===== src/rtl/dvp_pkg.sv =====
// Shared definitions for the DVP capture controller: FSM state encoding,
// bytes per pixel and the default frame geometry.
package dvp_pkg;

   typedef enum logic [1:0] {
      IDLE      = 2'd0,
      WAIT_LINE = 2'd1,
      CAPTURE   = 2'd2,
      LINE_DONE = 2'd3
   } dvp_state_e;

   localparam int BYTES_PER_PIX = 2;
   localparam int DEF_H_RES     = 640;
   localparam int DEF_V_RES     = 480;
   localparam int DEF_CNT_W     = 16;

endpackage


===== src/rtl/dvp_edge_det.sv =====
// Rise/fall pulse generator for an already-synchronised level signal.
// The pulses are combinational from the live input and its registered copy,
// so they are high in the first clock cycle that sees the new level.
module dvp_edge_det (
   input  logic clk,
   input  logic rst,
   input  logic sig_i,
   output logic rise_o,
   output logic fall_o
);

   logic sig_q;

   // Keep the previous sample; reset to 0 so no falling edge fires after reset.
   always_ff @(posedge clk) begin
      // NOTE: sequential state uses non-blocking assignments so every flop
      // samples the pre-edge value regardless of statement order.
      if (rst) sig_q <= 1'b0;
      else     sig_q <= sig_i;
   end

   assign rise_o = sig_i & ~sig_q;
   assign fall_o = ~sig_i & sig_q;

endmodule


===== src/rtl/dvp_capture_ctrl.sv =====
// Frame/line sequencer between the synchronised DVP inputs and the line FIFO /
// UDP packetiser. Arms at vsync fall, packs byte pairs into 16-bit pixels,
// raises one req/ack handshake per completed line, and keeps sticky drop and
// length error flags.
// Optional build macro DVP_TEST_PATTERN_EN: pix_data carries
// {line_counter[7:0], pixel_counter[7:0]} instead of camera bytes.
module dvp_capture_ctrl
   import dvp_pkg::*;
#(
   parameter int H_RES = DEF_H_RES,
   parameter int V_RES = DEF_V_RES,
   parameter int CNT_W = DEF_CNT_W
) (
   input  logic             clk,
   input  logic             rst,
   input  logic             cap_en,
   input  logic             dvp_vsync,
   input  logic             dvp_href,
   input  logic             dvp_stb,
   input  logic [7:0]       dvp_data,
   output logic [15:0]      pix_data,
   output logic             pix_we,
   output logic             line_req,
   input  logic             line_ack,
   output logic [CNT_W-1:0] line_num,
   output logic [CNT_W-1:0] frame_num,
   output logic             busy,
   output logic             err_drop,
   output logic             err_len
);

   localparam logic [CNT_W-1:0] H_RES_C = CNT_W'(H_RES);
   localparam logic [CNT_W-1:0] V_RES_C = CNT_W'(V_RES);
   localparam logic [CNT_W-1:0] LINE_BYTES_C = CNT_W'(BYTES_PER_PIX * H_RES);

   dvp_state_e       state_q;
   logic [CNT_W-1:0] line_cnt_q;
   logic [CNT_W-1:0] line_cnt_d;
   logic [CNT_W-1:0] pix_cnt_q;
   logic [CNT_W-1:0] frame_num_q;
   logic [7:0]       byte_q;
   logic             phase_q;
   logic             started_q;
   logic             skip_q;
   logic             abort_q;
   logic             line_req_q;
   logic             err_drop_q;
   logic             err_len_q;
   logic             vs_rise, vs_fall, hr_rise, hr_fall;
   logic             pix_fire;
   logic [15:0]      pix_word;

   dvp_edge_det u_vsync_edge (
      .clk    (clk),
      .rst    (rst),
      .sig_i  (dvp_vsync),
      .rise_o (vs_rise),
      .fall_o (vs_fall)
   );

   dvp_edge_det u_href_edge (
      .clk    (clk),
      .rst    (rst),
      .sig_i  (dvp_href),
      .rise_o (hr_rise),
      .fall_o (hr_fall)
   );

   // A line dropped while a request was pending is accounted for on the ack.
   assign line_cnt_d = line_cnt_q + CNT_W'(1) + CNT_W'(skip_q);

   // Second byte of a pixel inside the visible width; an aborting vsync edge
   // suppresses the write because the partial line is discarded anyway.
   assign pix_fire = (state_q == CAPTURE) && dvp_stb && dvp_href && phase_q &&
                     !vs_rise && (pix_cnt_q < H_RES_C);

`ifdef DVP_TEST_PATTERN_EN
   assign pix_word = {line_cnt_q[7:0], pix_cnt_q[7:0]};
`else
   assign pix_word = {byte_q, dvp_data};
`endif

   // The FIFO write strobe must coincide with the second byte, so it is decoded
   // from registered state plus the live strobe rather than registered again.
   assign pix_we    = pix_fire;
   assign pix_data  = pix_fire ? pix_word : 16'h0000;
   assign line_req  = line_req_q;
   assign line_num  = line_cnt_q;
   assign frame_num = frame_num_q;
   assign busy      = (state_q != IDLE);
   assign err_drop  = err_drop_q;
   assign err_len   = err_len_q;

   // Frame/line sequencer with its counters, handshake and sticky flags.
   always_ff @(posedge clk) begin
      if (rst) begin
         state_q     <= IDLE;
         line_cnt_q  <= '0;
         pix_cnt_q   <= '0;
         frame_num_q <= '0;
         byte_q      <= '0;
         phase_q     <= 1'b0;
         started_q   <= 1'b0;
         skip_q      <= 1'b0;
         abort_q     <= 1'b0;
         line_req_q  <= 1'b0;
         err_drop_q  <= 1'b0;
         err_len_q   <= 1'b0;
      end else begin
         case (state_q)
            IDLE: begin
               if (vs_fall && cap_en) begin
                  state_q    <= WAIT_LINE;
                  line_cnt_q <= '0;
                  skip_q     <= 1'b0;
                  abort_q    <= 1'b0;
                  err_drop_q <= 1'b0;
                  err_len_q  <= 1'b0;
                  started_q  <= 1'b1;
                  if (started_q) frame_num_q <= frame_num_q + CNT_W'(1);
               end
            end

            WAIT_LINE: begin
               if (vs_rise) begin
                  state_q <= IDLE;
               end else if (hr_rise && (line_cnt_q < V_RES_C)) begin
                  state_q   <= CAPTURE;
                  pix_cnt_q <= '0;
                  phase_q   <= 1'b0;
               end
            end

            CAPTURE: begin
               if (vs_rise) begin
                  err_len_q <= 1'b1;
                  state_q   <= IDLE;
               end else if (hr_fall) begin
                  // Byte count is 2*pixels + phase; any odd count is wrong too.
                  if (({pix_cnt_q[CNT_W-2:0], 1'b0} != LINE_BYTES_C) || phase_q ||
                      pix_cnt_q[CNT_W-1])
                     err_len_q <= 1'b1;
                  line_req_q <= 1'b1;
                  state_q    <= LINE_DONE;
               end else if (dvp_stb && dvp_href) begin
                  if (!phase_q) begin
                     byte_q  <= dvp_data;
                     phase_q <= 1'b1;
                  end else begin
                     phase_q <= 1'b0;
                     if (pix_cnt_q != '1) pix_cnt_q <= pix_cnt_q + CNT_W'(1);
                  end
               end
            end

            LINE_DONE: begin
               if (vs_rise) abort_q <= 1'b1;
               if (line_ack) begin
                  line_req_q <= 1'b0;
                  line_cnt_q <= line_cnt_d;
                  skip_q     <= 1'b0;
                  abort_q    <= 1'b0;
                  if (abort_q || vs_rise || (line_cnt_d >= V_RES_C)) begin
                     state_q <= IDLE;
                  end else if (hr_rise) begin
                     state_q   <= CAPTURE;
                     pix_cnt_q <= '0;
                     phase_q   <= 1'b0;
                  end else begin
                     state_q <= WAIT_LINE;
                  end
               end else if (hr_rise) begin
                  err_drop_q <= 1'b1;
                  skip_q     <= 1'b1;
               end
            end

            default: state_q <= IDLE;
         endcase
      end
   end

endmodule


===== config.mk =====
export PLATFORM = sky130hd
export DESIGN_NAME = dvp_capture_ctrl
export DESIGN_NICKNAME = d
export VERILOG_FILES = /design/src/rtl/dvp_pkg.sv /design/src/rtl/dvp_edge_det.sv /design/src/rtl/dvp_capture_ctrl.sv
export SDC_FILE = /design/constraint.sdc
export NUM_CORES = 1
export LEC_CHECK = 0
export CAP_MARGIN = 20
export CORE_AREA = 2 2 84 86
export CTS_CLUSTER_SIZE = 30
export DETAILED_ROUTE_END_ITERATION = 6
export DIE_AREA = 0 0 86 88
export GPL_TIMING_DRIVEN = 0
export PLACE_DENSITY = 0.91
export RECOVER_POWER = 25
export SLEW_MARGIN = 10
export SYNTH_ARGS = -nofsm -noshare
export SYNTH_HDL_FRONTEND = slang
export SYNTH_SLANG_ARGS = --single-unit

===== constraint.sdc =====
create_clock -name clk -period 6.1 [get_ports clk]
set_clock_uncertainty 0.15 [all_clocks]
set_input_delay 0.915 -clock clk [delete_from_list [all_inputs] [get_ports clk]]
set_output_delay 0.915 -clock clk [all_outputs]
set_load 0.02 [all_outputs]

==> results of run 1 <==
## critical path, cell delays in order
cell             delay (ns)
dlygate4sd3_1          0.59
nand2b_1               0.20
nand2_1                0.13
nor4_1                 0.86
clkbuf_1               0.34
and2_1                 0.18
clkdlybuf4s50_1        0.61
## through the flow
stage | util | cells
floorplan | - | 448
global placement | 0.661 | 595
detailed placement | 0.662 | 595
CTS | 0.699 | 611
global route | 0.699 | 611
finish | 0.699 | 611
## logic make-up after synthesis
kind of cell               Yosys count
AOI/OAI and AO/OA                   95
DFF                                 67
buffers and inverters               33
muxes                               11
adders and majority gates            9
and+or+nand+nor                    216
xor gates and xnor gates            17
## cell type report
type / instances / area, um^2 / share of cell area
Inverter: 14 / 52.6 / 0.0113
Multi-Input combinational cell: 348 / 2120 / 0.457
Buffer: 19 / 109 / 0.0234
Sequential cell: 67 / 1340 / 0.289
Timing Repair Buffer: 67 / 671 / 0.144
Clock buffer: 9 / 124 / 0.0267
Clock inverter: 7 / 125 / 0.0269
Tap cell: 80 / 100 / 0.0215
## per-layer routing
metal / routed length, um / vias to the layer above / share of wire
li1: - / 1770 / -
met5: 0 / - / 0
met4: 249 / 0 / 0.026
met3: 779 / 24 / 0.082
met1: 3940 / 1717 / 0.41
met2: 4550 / 191 / 0.48
## cell usage in the layout, fill, tap and decap left out, types with 3 or more instances in the layout
cell type and count:
a21oi_1 21, a31oi_1 6, and2_1 19, and3_1 5
and4_1 3, bufinv_16 3, clkbuf_1 12, clkbuf_8 11
clkdlybuf4s50_1 45, clkinv_4 3, dfxtp_1 67, dlygate4sd3_1 22
ha_1 9, inv_1 14, mux2i_1 11, nand2_1 38
nand2b_1 4, nand3_1 22, nand4_1 14, nor2_1 56
nor2b_1 5, nor3_1 11, nor4_1 4, o21ai_0 40
o31ai_1 6, or3_1 13, or4_1 6, xnor2_1 4
xor2_1 13
## flip-flops by register name, indices dropped and copies added, names as in the netlist
signal / flops
started_q: 1
state_q: 2
phase_q: 1
u_vsync_edge.sig_q: 1
frame_num: 16
pix_cnt_q: 16
u_href_edge.sig_q: 1
line_num: 16
err_len: 1
byte_q: 8
skip_q: 1
err_drop: 1
line_req: 1
abort_q: 1
## power by group through the flow
stage          combinational (mW)  sequential (mW)  clock, mW
6_report                    0.114            0.443      0.468
5_1_grt                     0.124            0.444      0.488
4_1_cts                     0.113            0.443      0.470
3_5_place_dp                0.111            0.453          0
3_3_place_gp                0.108            0.453          0
2_1_floorplan              0.0754            0.453          0
## path summary, 6_finish.rpt
| kind | end | start | cells past startpoint | slack (ns) |
|---|---|---|---|---|
| max | pix_data[9] | dvp_vsync | 7 | 1.20 |
| min reg2reg | skip_q | skip_q | 1 | 0.33 |
| max reg2reg | pix_cnt_q[9] | line_num[0] | 11 | 2.89 |
| min | skip_q | skip_q | 1 | 0.33 |
==> results.md, run 1 <==
* Clk slew on worst S/H paths at 0.08 ns
* Placed cell areas at 0.00440 mm^2
* CTS max path bufs at 2
* CP Data Required Time at 5.03 ns
* Detailed Route Iter0 Violations at 337
* Core Region at 0.00664 mm^2
* Least-Margin Pin Slew at 0.970 ns
* Post-route cell area at 0.00465 mm^2
* Drt total wl at 9520 um
* Post-synthesis sequential area ratio at 0.370
* Reg power frac at 0.432
* Fin crit period at 4.90 ns
* H-tree levels at 3
* Setup WS pre-CTS at 1.34 ns
* CP endpoint kind: output port
* Vias at 3,702
* Largest family of logic cells by synthesized area: simple AND/OR/NAND/NOR gates
* # DRC at 1
* Crit start category: input pin
* Worst-Skew Late Latency at 0.36 ns
* CTS tree: done
* Post-synthesis mux area share at 0.0304
* EDFF count, synth at 0
* Simple-gate share of the synthesized area at 0.319
* ANT nets after route at 0
* Setup Crit Path Kind: in2out
* Slew Viols, Final at 0
* Number of port buffers at 67
* Vias per cell at 6.06
* Grt ovf at 0
* Final Power at 1.03 mW
* RSZ-0062 raised after global routing: no
* Max-slew headroom at 0.347
* GPL Wtd Cong at 0.859
* Largest net degree at the start of global routing at 14
* Die boundary height at 88 um
* Setup TNS at 0 ns
* Final setup margin at 1.20 ns
* # hold bufs at CTS at 0
* Leakage at 1.68 nW
* Async set or reset register ratio after synthesis at 0
* Count leader, synth: dfxtp_1
* Synth Warn # at 0
* WP data arrival at 3.83 ns
* Top cells by count, synth: 67 x dfxtp_1, 56 x nor2_1, 40 x o21ai_0
* Pwr per Cell Area at 221 mW/mm^2
* Period utilisation layout at 0.803
* Fraction of the mapped netlist area in adder cells at 0.0311
* Peak VDD IR at 0.000160 V
* Top Ports at 68
* Clk Tree Root Cell: clkbuf_8
* Failing checks: DRC
* Rows at 30
* Initial antenna violation count at 0
* Area share of the largest cell type after synthesis at 0.370
* First-pass GRT wire length at 15,400 um
* Per-cell routed wire length at 15.6 um
* Sink Count at 67
* Grt peak-use layer: met2
* Final Hold Viols at 0
* Sw power at 266 uW
* Mapped Nets at 472
* Share of cells above drive strength 1 at 0.0716
* All-Layer GR Usage at 0.254
* Synth Area in Compound Gates at 0.164
* Largest cells by area after synthesis: dfxtp_1 37%, nor2_1 5.8%, o21ai_0 5.5%
* Nets@finish at 550
* Post-synth top area cell: dfxtp_1
* Post-Syn Instances at 448
* DP HPWL at 6710 um
* Status: complete, but fails checks
* Min Hold Slack at 0.331 ns
* Post-CTS sizing at 0
* Initial Utilization at 0.545
* XOR/XNOR Fraction of Synth Area at 0.0411
* Seq cells post-synth at 67
* Met1 Resource Use GR at 0.293
* Final setup fails at 0
* Met2 usage at 0.418
* Clock power share at 0.456
* Vias in the first global route at 3,440
* Synth-to-Final Area Change at 28.3%
* Synth Flop Type: dfxtp_1
* Fmax at 204 MHz
* Pre-antenna DRT Iters at 7
* Unique masters post-synth at 62
* CTS Buf Count at 9
* Post-Syn Area at 0.00362 mm^2
* Die footprint at 0.00757 mm^2
* Post-CTS Repair Setup Buffers at 0
* Max-cap violation count at 0
* Filler Cell Count at 489
* Met3 Use GR at 0.0801
* Diodes inserted at 0
* Net Sw Frac at 0.260
* Internal power at 759 uW
* Die Width at 86 um
* Peak fanout along the critical path at 10
* Comb power frac at 0.111
* Syn avg cell area at 8.09 um^2
* Hold/Removal Path Class: reg2reg
(Power assumes the default switching activity.)
==> run 2, diff against run 1 <==
--- a/config.mk
+++ b/config.mk
@@ -6,12 +6,12 @@
 export NUM_CORES = 1
 export LEC_CHECK = 0
 export CAP_MARGIN = 20
-export CORE_AREA = 2 2 84 86
+export CORE_AREA = 2 2 91 93
 export CTS_CLUSTER_SIZE = 30
 export DETAILED_ROUTE_END_ITERATION = 6
-export DIE_AREA = 0 0 86 88
+export DIE_AREA = 0 0 93 95
 export GPL_TIMING_DRIVEN = 0
-export PLACE_DENSITY = 0.91
+export PLACE_DENSITY = 0.83
 export RECOVER_POWER = 25
 export SLEW_MARGIN = 10
 export SYNTH_ARGS = -nofsm -noshare
==> constraint.sdc (replaced) <==
create_clock -name clk -period 4 [get_ports clk]
set_clock_uncertainty 0.15 [all_clocks]
set_input_delay 0.6 -clock clk [delete_from_list [all_inputs] [get_ports clk]]
set_output_delay 0.6 -clock clk [all_outputs]
set_load 0.02 [all_outputs]
==> run 2 against run 1 <==
Against the previous run:
- the flow now finishes without violations
- critical path depth stayed put
- global-route usage decreased by 4.0 points
- power is 52% higher
- sequential power up 53%
- hold slack worse by 0.0090 ns
- combinational power up 51%
- core utilization is 11 points lower
- sequential share of layout area down 0.29 points
- routed wire length is 3.9% lower
- die area grew 17%
==> results.md, run 2 (synthesis gave the netlist of run 1 again) <==
* Top Ports at 68
* Per-cell routed wire length at 14.4 um
* Largest net degree at the start of global routing at 14
* Least-Margin Pin Slew at 0.859 ns
* Vias in the first global route at 3,275
* Pre-antenna DRT Iters at 5
* Peak VDD IR at 0.000201 V
* Grt ovf at 0
* CP endpoint kind: output port
* Final setup fails at 0
* Worst-Skew Late Latency at 0.36 ns
* Setup Crit Path Kind: in2out
* Leakage at 1.70 nW
* Post-CTS Repair Setup Buffers at 0
* Final setup margin at 0.299 ns
* Share of cells above drive strength 1 at 0.0753
* Crit start category: input pin
* Worst reg2reg path depth at 12
* Vias at 3,601
* Period utilisation layout at 0.925
* Slew Viols, Final at 0
* Slowest CP cell: clkdlybuf4s50_1
* Die footprint at 0.00884 mm^2
* First-pass GRT wire length at 15,200 um
* Cell family with most CP delay: buffers and inverters
* H-tree levels at 3
* Crit Reg-Reg Endpoint: pix_cnt_q[11]
* WP data arrival at 2.95 ns
* Peak fanout along the critical path at 10
* R2R Path Start: line_num[0]
* Fmax at 270 MHz
* Core Region at 0.00793 mm^2
* All-Layer GR Usage at 0.214
* Number of port buffers at 67
* Die boundary height at 95 um
* Nets@finish at 550
* Hold Path End: err_drop
* Clk slew on worst S/H paths at 0.09 ns
* ANT nets after route at 0
* Hold/Removal Path Class: reg2reg
* GPL Wtd Cong at 0.913
* Max-slew headroom at 0.423
* CTS Buf Count at 9
* Max-cap violation count at 0
* Clk Tree Root Cell: clkbuf_8
* Initial Utilization at 0.457
* Pwr per Cell Area at 331 mW/mm^2
* Diodes inserted at 0
* Detailed Route Iter0 Violations at 226
* CP bufs+invs at 3
* # DRC at 0
* # placed instances at 620
* Setup WS pre-CTS at -0.103 ns
* RSZ-0062 raised after global routing: no
* Commonest non-fill, non-tap cell in the layout: dfxtp_1
* Status: complete, no violations
* Drt total wl at 9140 um
* CTS max path bufs at 2
* Slowest stage delay, CP at 0.60 ns
* Initial antenna violation count at 0
* Sink Count at 67
* Fin crit period at 3.70 ns
* Vias per cell at 5.66
* Top cell by count, worst path: clkdlybuf4s50_1
* CP Data Required Time at 3.25 ns
* Most frequent cells in the layout: 67 x dfxtp_1, 56 x nor2_1, 41 x clkdlybuf4s50_1
* Rows at 33
* Final Hold Viols at 0
* CTS tree: done
* Die Width at 93 um
* DP HPWL at 6640 um
* Min-Delay Startpoint: err_drop
* Crit-path cells: clkdlybuf4s50_1, nand2b_1, nand2_1, nor4_4, clkbuf_1, and2_1, clkdlybuf4s50_1
* Synth-to-Final Area Change at 29.6%
* Depth of the worst hold-timing path at 2
* Reg-to-reg slack, setup at 0.78 ns
* CP Depth at 7
* # hold bufs at CTS at 0
* Setup TNS at 0 ns
* Post-Layout Cell Count at 636
-- run 2: cell count changes in the layout (fill, tap and decap cells not counted) --
| cell | previous run | this run |
|---|---|---|
| nor4_4 | 1 | 2 |
| nor4_1 | 4 | 3 |
| dlygate4sd3_1 | 22 | 26 |
| clkbuf_2 | 0 | 1 |
| clkdlybuf4s50_1 | 45 | 41 |
| clkbuf_1 | 12 | 11 |
-- run 2: worst max-delay path by stage --
stage | start | end | slack (ns)
CTS | state_q[0] | pix_data[9] | 0.1
global placement | dvp_vsync | pix_data[12] | -0.14
detailed placement | dvp_vsync | pix_data[9] | -0.10
floorplan | line_num[0] | pix_cnt_q[9] | 0.97
finish | dvp_vsync | pix_data[8] | 0.30
global route | state_q[0] | pix_data[8] | 0.04
-- run 2: layout make-up --
type / instances / area, um^2
Fill cell: 692 / 3230
Sequential cell: 67 / 1340
Inverter: 14 / 52.6
Clock buffer: 9 / 124
Clock inverter: 7 / 125
Timing Repair Buffer: 67 / 671
Buffer: 19 / 110
Multi-Input combinational cell: 348 / 2140
Tap cell: 105 / 131
-- run 2: stage by stage --
step	hold slack (ns)	cell area, um^2	power [mW]	util
after floorplan	0.291	3620	0.806	-
after CTS	0.329	4690	1.56	0.592
after detailed placement	0.309	4430	0.861	0.559
final	0.322	4690	1.55	0.592
after global placement	0.303	4420	0.858	0.558
after global routing	0.362	4690	1.62	0.592
-- run 2: per-layer routing --
metal,wire length (um),vias up,track usage,share of wire
li1,-,1765,-,-
met1,4000,1689,0.268,0.44
met2,4480,135,0.352,0.49
met3,588,12,0.0559,0.064
met4,78,0,0.0833,0.0085
met5,0,-,0,0
-- run 2: what timing repair did --
action | 4_1_cts | 5_1_grt
endpoints found under the hold margin | 0 | 0
setup endpoints to repair | 10 | 10
resized for setup | 2 | 2
gates cloned | 0 | 0
-- run 2: where the power goes --
group | internal [mW] | switching, mW
sequential | 0.672 | 0.00449
combinational | 0.0662 | 0.105
clock | 0.419 | 0.288
-- run 2: worst reg2reg max path: stages, from the launching register on --
cell and delay (ns):
dfxtp_1 0.35, inv_1 0.05, ha_1 0.21, inv_1 0.08
ha_1 0.22, nand4_4 0.20, o21ai_0 0.29, a221oi_2 0.13
nor4_4 0.46, a31oi_2 0.19, buf_6 0.18, or4_1 0.46
a21oi_1 0.16
==> variant 1 (config.mk and constraints of run 2) <==
`DEF_CNT_W`: 16 -> 12.
--- a/src/rtl/dvp_pkg.sv
+++ b/src/rtl/dvp_pkg.sv
@@ -13,5 +13,5 @@
    localparam int DEF_H_RES     = 640;
    localparam int DEF_V_RES     = 480;
-   localparam int DEF_CNT_W     = 16;
+   localparam int DEF_CNT_W     = 12;
 
 endpackage
Interface: changed (resized frame_num and line_num); port bits go from 68 to 60. The function was not compared with the original's and may differ.
==> variant 1 against run 2 <==
  * Maximum frequency down 1.9%
  * Clock power down 55%
  * Power down 34%
  * Setup slack worse by 72 ps
  * Sequential cell count down 12
  * Cell area down 15%
  * Global-route usage down 4.0 points
  * Via count down 17%
  * Synthesized area down 13%
  * Routed wire length down 17%
  * Die area unchanged
  * Largest power group is now registers
==> variant 1: results (changes against run 2) <==
| Metric | Value |
|---|---|
| Total power draw | `1030 uW (was 1550 uW)` |
| Register area share after synthesis | `0.349 (was 0.370)` |
| Complex-gate fraction of the synthesized area | `0.207 (was 0.164)` |
| Fillcell total | `731 (was 692)` |
| Vias in the first global route | `2,845 (was 3,275)` |
| Pwr dens | `258 nW/um^2 (was 331 nW/um^2)` |
| LEAKAGE | `0.00144 uW (was 0.00170 uW)` |
| WL per Instance | `13.8 um (was 14.4 um)` |
| Reg-to-Reg End | `pix_cnt_q[9]$_SDFFE_PP0P_ (was pix_cnt_q[11]$_SDFFE_PP0P_)` |
| FF-to-FF setup slack | `1310 ps (was 780 ps)` |
| Post-synth top cells | `55 x dfxtp_1, 41 x nor2_1, 31 x nand2_1 (was 67 x dfxtp_1, 56 x nor2_1, 40 x o21ai_0)` |
| Final min period | `3770 ps (was 3700 ps)` |
| Gpl congestion | `0.931 (was 0.913)` |
| Clock Latency Late Sink | `310 ps (was 360 ps)` |
| Hold path startpoint | `skip_q$_SDFFE_PP0P_ (was err_drop$_SDFFE_PP0P_)` |
| Hpwl dp | `5.64 mm (was 6.64 mm)` |
| Largest net degree at the start of global routing | `19 (was 14)` |
| Placed Instances | `541 (was 620)` |
| Dpl ws | `-23.5 ps (was -103 ps)` |
| Unique masters post-synth | `54 (was 62)` |
| Largest cells by area after synthesis | `dfxtp_1 35%, nor2_1 4.9%, ha_1 4.0% (was dfxtp_1 37%, nor2_1 5.8%, o21ai_0 5.5%)` |
| Slew headroom | `0.615 (was 0.423)` |
| Crit path DAT | `3020 ps (was 2950 ps)` |
| Nets | `467 (was 550)` |
| VDD IR max | `0.149 mV (was 0.201 mV)` |
| Post-Synth XOR/XNOR Area | `0.0389 (was 0.0411)` |
| Initial drt markers | `203 (was 226)` |
| H-tree Lvls | `2 (was 3)` |
| CTS buffer count | `5 (was 9)` |
| Placed Area | `3880 um^2 (was 4430 um^2)` |
| Layout cell share with drive strength beyond 1 | `0.0903 (was 0.0753)` |
| Status | `completed (unchanged)` |
| Hold Crit Depth | `1 (was 2)` |
[variant 1: final cells by class]
class	count	share of cell area
clock inverter	3	0.00567
clock buffer	5	0.0173
tap	105	0.0331
buffer	16	0.0217
sequential	55	0.277
multi-input combinational	285	0.478
inverter	20	0.0189
timing repair buffer	59	0.149
[variant 1: power breakdown]
| group | internal [uW] | switching [uW] | total [uW] | leakage (uW) |
|---|---|---|---|---|
| registers | 554 | 4.86 | 559 | 0.000444 |
| logic | 57.4 | 91.7 | 149 | 0.000943 |
| clock network | 126 | 193 | 319 | 0.0000485 |
| total | 738 | 289 | 1030 | 0.00144 |
[variant 1: layer usage]
metal,wire length [um],GRT usage,vias up
met4,62,0.0539,0
met5,0,0,-
met1,3450,0.221,1404
li1,-,-,1467
met3,420,0.0335,9
met2,3610,0.300,97
[variant 1: what timing repair did]
item                                    4_1_cts  5_1_grt
pin swaps                                     0        0
hold endpoints to repair                      0        0
setup buffers                                 0        0
endpoints found under the setup margin       10       10
gates resized for setup                       1        4
==> variant 2 (flow settings as in run 2) <==
Without the edit above. Reset style: asynchronous (`rst`), changed in 2 clocked blocks.
--- a/src/rtl/dvp_edge_det.sv
+++ b/src/rtl/dvp_edge_det.sv
@@ -13,5 +13,5 @@
 
    // Keep the previous sample; reset to 0 so no falling edge fires after reset.
-   always_ff @(posedge clk) begin
+   always_ff @(posedge clk or posedge rst) begin
       // NOTE: sequential state uses non-blocking assignments so every flop
       // samples the pre-edge value regardless of statement order.
--- a/src/rtl/dvp_capture_ctrl.sv
+++ b/src/rtl/dvp_capture_ctrl.sv
@@ -93,5 +93,5 @@
 
    // Frame/line sequencer with its counters, handshake and sticky flags.
-   always_ff @(posedge clk) begin
+   always_ff @(posedge clk or posedge rst) begin
       if (rst) begin
          state_q     <= IDLE;
Check against the original RTL: differs if rst is asserted again (counterexample within 4 cycles, from zero or initial values and one cycle with rst high); with rst held inactive, the same outputs for 4 cycles.
==> variant 2 against run 2 <==
  * The flow now finishes with violations (max-capacitance violations, max-slew violations)
  * Sequential cell count is the same
  * Non-clock buffer count fell by 1
  * Global-route usage rose by 0.44 points
  * Final cell count shrank 3.6%
  * Synthesized area rose by 6.1%
  * Cell area up 4.1%
  * Routed wire length is 0.87% higher
  * Setup slack worse by 63 ps
  * Critical path type unchanged
  * Critical endpoint is now pix_data[12]
  * Highest routed layer unchanged
Power is not compared: it rests on default switching activity, and its combinational part moved more than twofold at a synthesized area within 25%.
==> variant 2: results (changes against run 2) <==
| Metric | Value |
|---|---|
| Status | `complete, but fails checks (was completed)` |
| Failing checks | `max-capacitance violations, max-slew violations` |
| Clock transition at the registers of the reported paths | `70 ps (was 90 ps)` |
| Post-synthesis async set-or-reset flop share | `1.00 (was 0)` |
| Design Area, Final | `4890 um^2 (was 4690 um^2)` |
| Gr usage total | `0.218 (was 0.214)` |
| DR WL met3 | `580 um (was 588 um)` |
| Dpl ws | `-57.2 ps (was -103 ps)` |
| Nets | `528 (was 550)` |
| Hold_ws | `293 ps (was 322 ps)` |
| Met2 Resource Use GR | `0.373 (was 0.352)` |
| Fraction of area in registers | `0.343 (was 0.286)` |
| Fillcell total | `667 (was 692)` |
| Placed Area | `4670 um^2 (was 4430 um^2)` |
| Register area share after synthesis | `0.436 (was 0.370)` |
| Slew headroom | `-0.229 (was 0.423)` |
| Largest cells by area after synthesis | `dfrtp_1 44%, nand2_1 5.8%, o21ai_0 3.9% (was dfxtp_1 37%, nor2_1 5.8%, o21ai_0 5.5%)` |
| CP max-delay cell | `dlygate4sd3_1 (was clkdlybuf4s50_1)` |
| Post-Syn Instances | `425 (was 448)` |
| Reg-to-Reg End | `pix_cnt_q[4]$_DFFE_PP0P_ (was pix_cnt_q[11]$_SDFFE_PP0P_)` |
| Multi-input gates | `329 (was 348)` |
| End point of the critical path | `pix_data[12] (was pix_data[8])` |
| Layout cell share with drive strength beyond 1 | `0.0827 (was 0.0753)` |
| Hold path startpoint | `started_q$_DFFE_PP0P_ (was err_drop$_SDFFE_PP0P_)` |
| Hold EP | `started_q$_DFFE_PP0P_ (was err_drop$_SDFFE_PP0P_)` |
| Maxcap violations | `1 (was 0)` |
| Final min period | `3760 ps (was 3700 ps)` |
| Final-report max-slew violation count | `41 (was 0)` |
| Unique masters post-synth | `55 (was 62)` |
| Hpwl dp | `6.54 mm (was 6.64 mm)` |
| Vias in the first global route | `3,367 (was 3,275)` |
| Area share of the largest cell type after synthesis | `0.436 (was 0.370)` |
| Global-route wire length before repair | `15.3 mm (was 15.2 mm)` |
| Initial drt markers | `237 (was 226)` |
[variant 2: cell types whose count changed after synthesis, moves of 7 or more]
cell,before,now
a21oi_1,21,12
dfrtp_1,0,67
dfxtp_1,67,0
mux2_2,0,10
mux2i_1,11,1
nand2_1,38,59
nand3_1,22,29
nor2_1,56,29
o21ai_0,40,30
or3_1,13,4
[variant 2: kinds of logic (layout without fill, tap and decap cells)]
group | count (synthesis) | count (layout) | share of synthesized area
and+or+nand+nor | 212 | 212 | 0.295
xor gates and xnor gates | 18 | 18 | 0.0410
adders and majority gates | 9 | 9 | 0.0293
DFF | 67 | 67 | 0.436
AOI/OAI and AO/OA | 79 | 79 | 0.134
buffers and inverters | 29 | 112 | 0.0319
muxes | 11 | 11 | 0.0319
[variant 2: what timing repair did]
| action | in CTS | in global routing |
|---|---|---|
| endpoints found under the hold margin | 0 | 0 |
| gates resized for setup | 1 | 3 |
| buffers inserted | 0 | 0 |
| endpoints found under the setup margin | 9 | 9 |
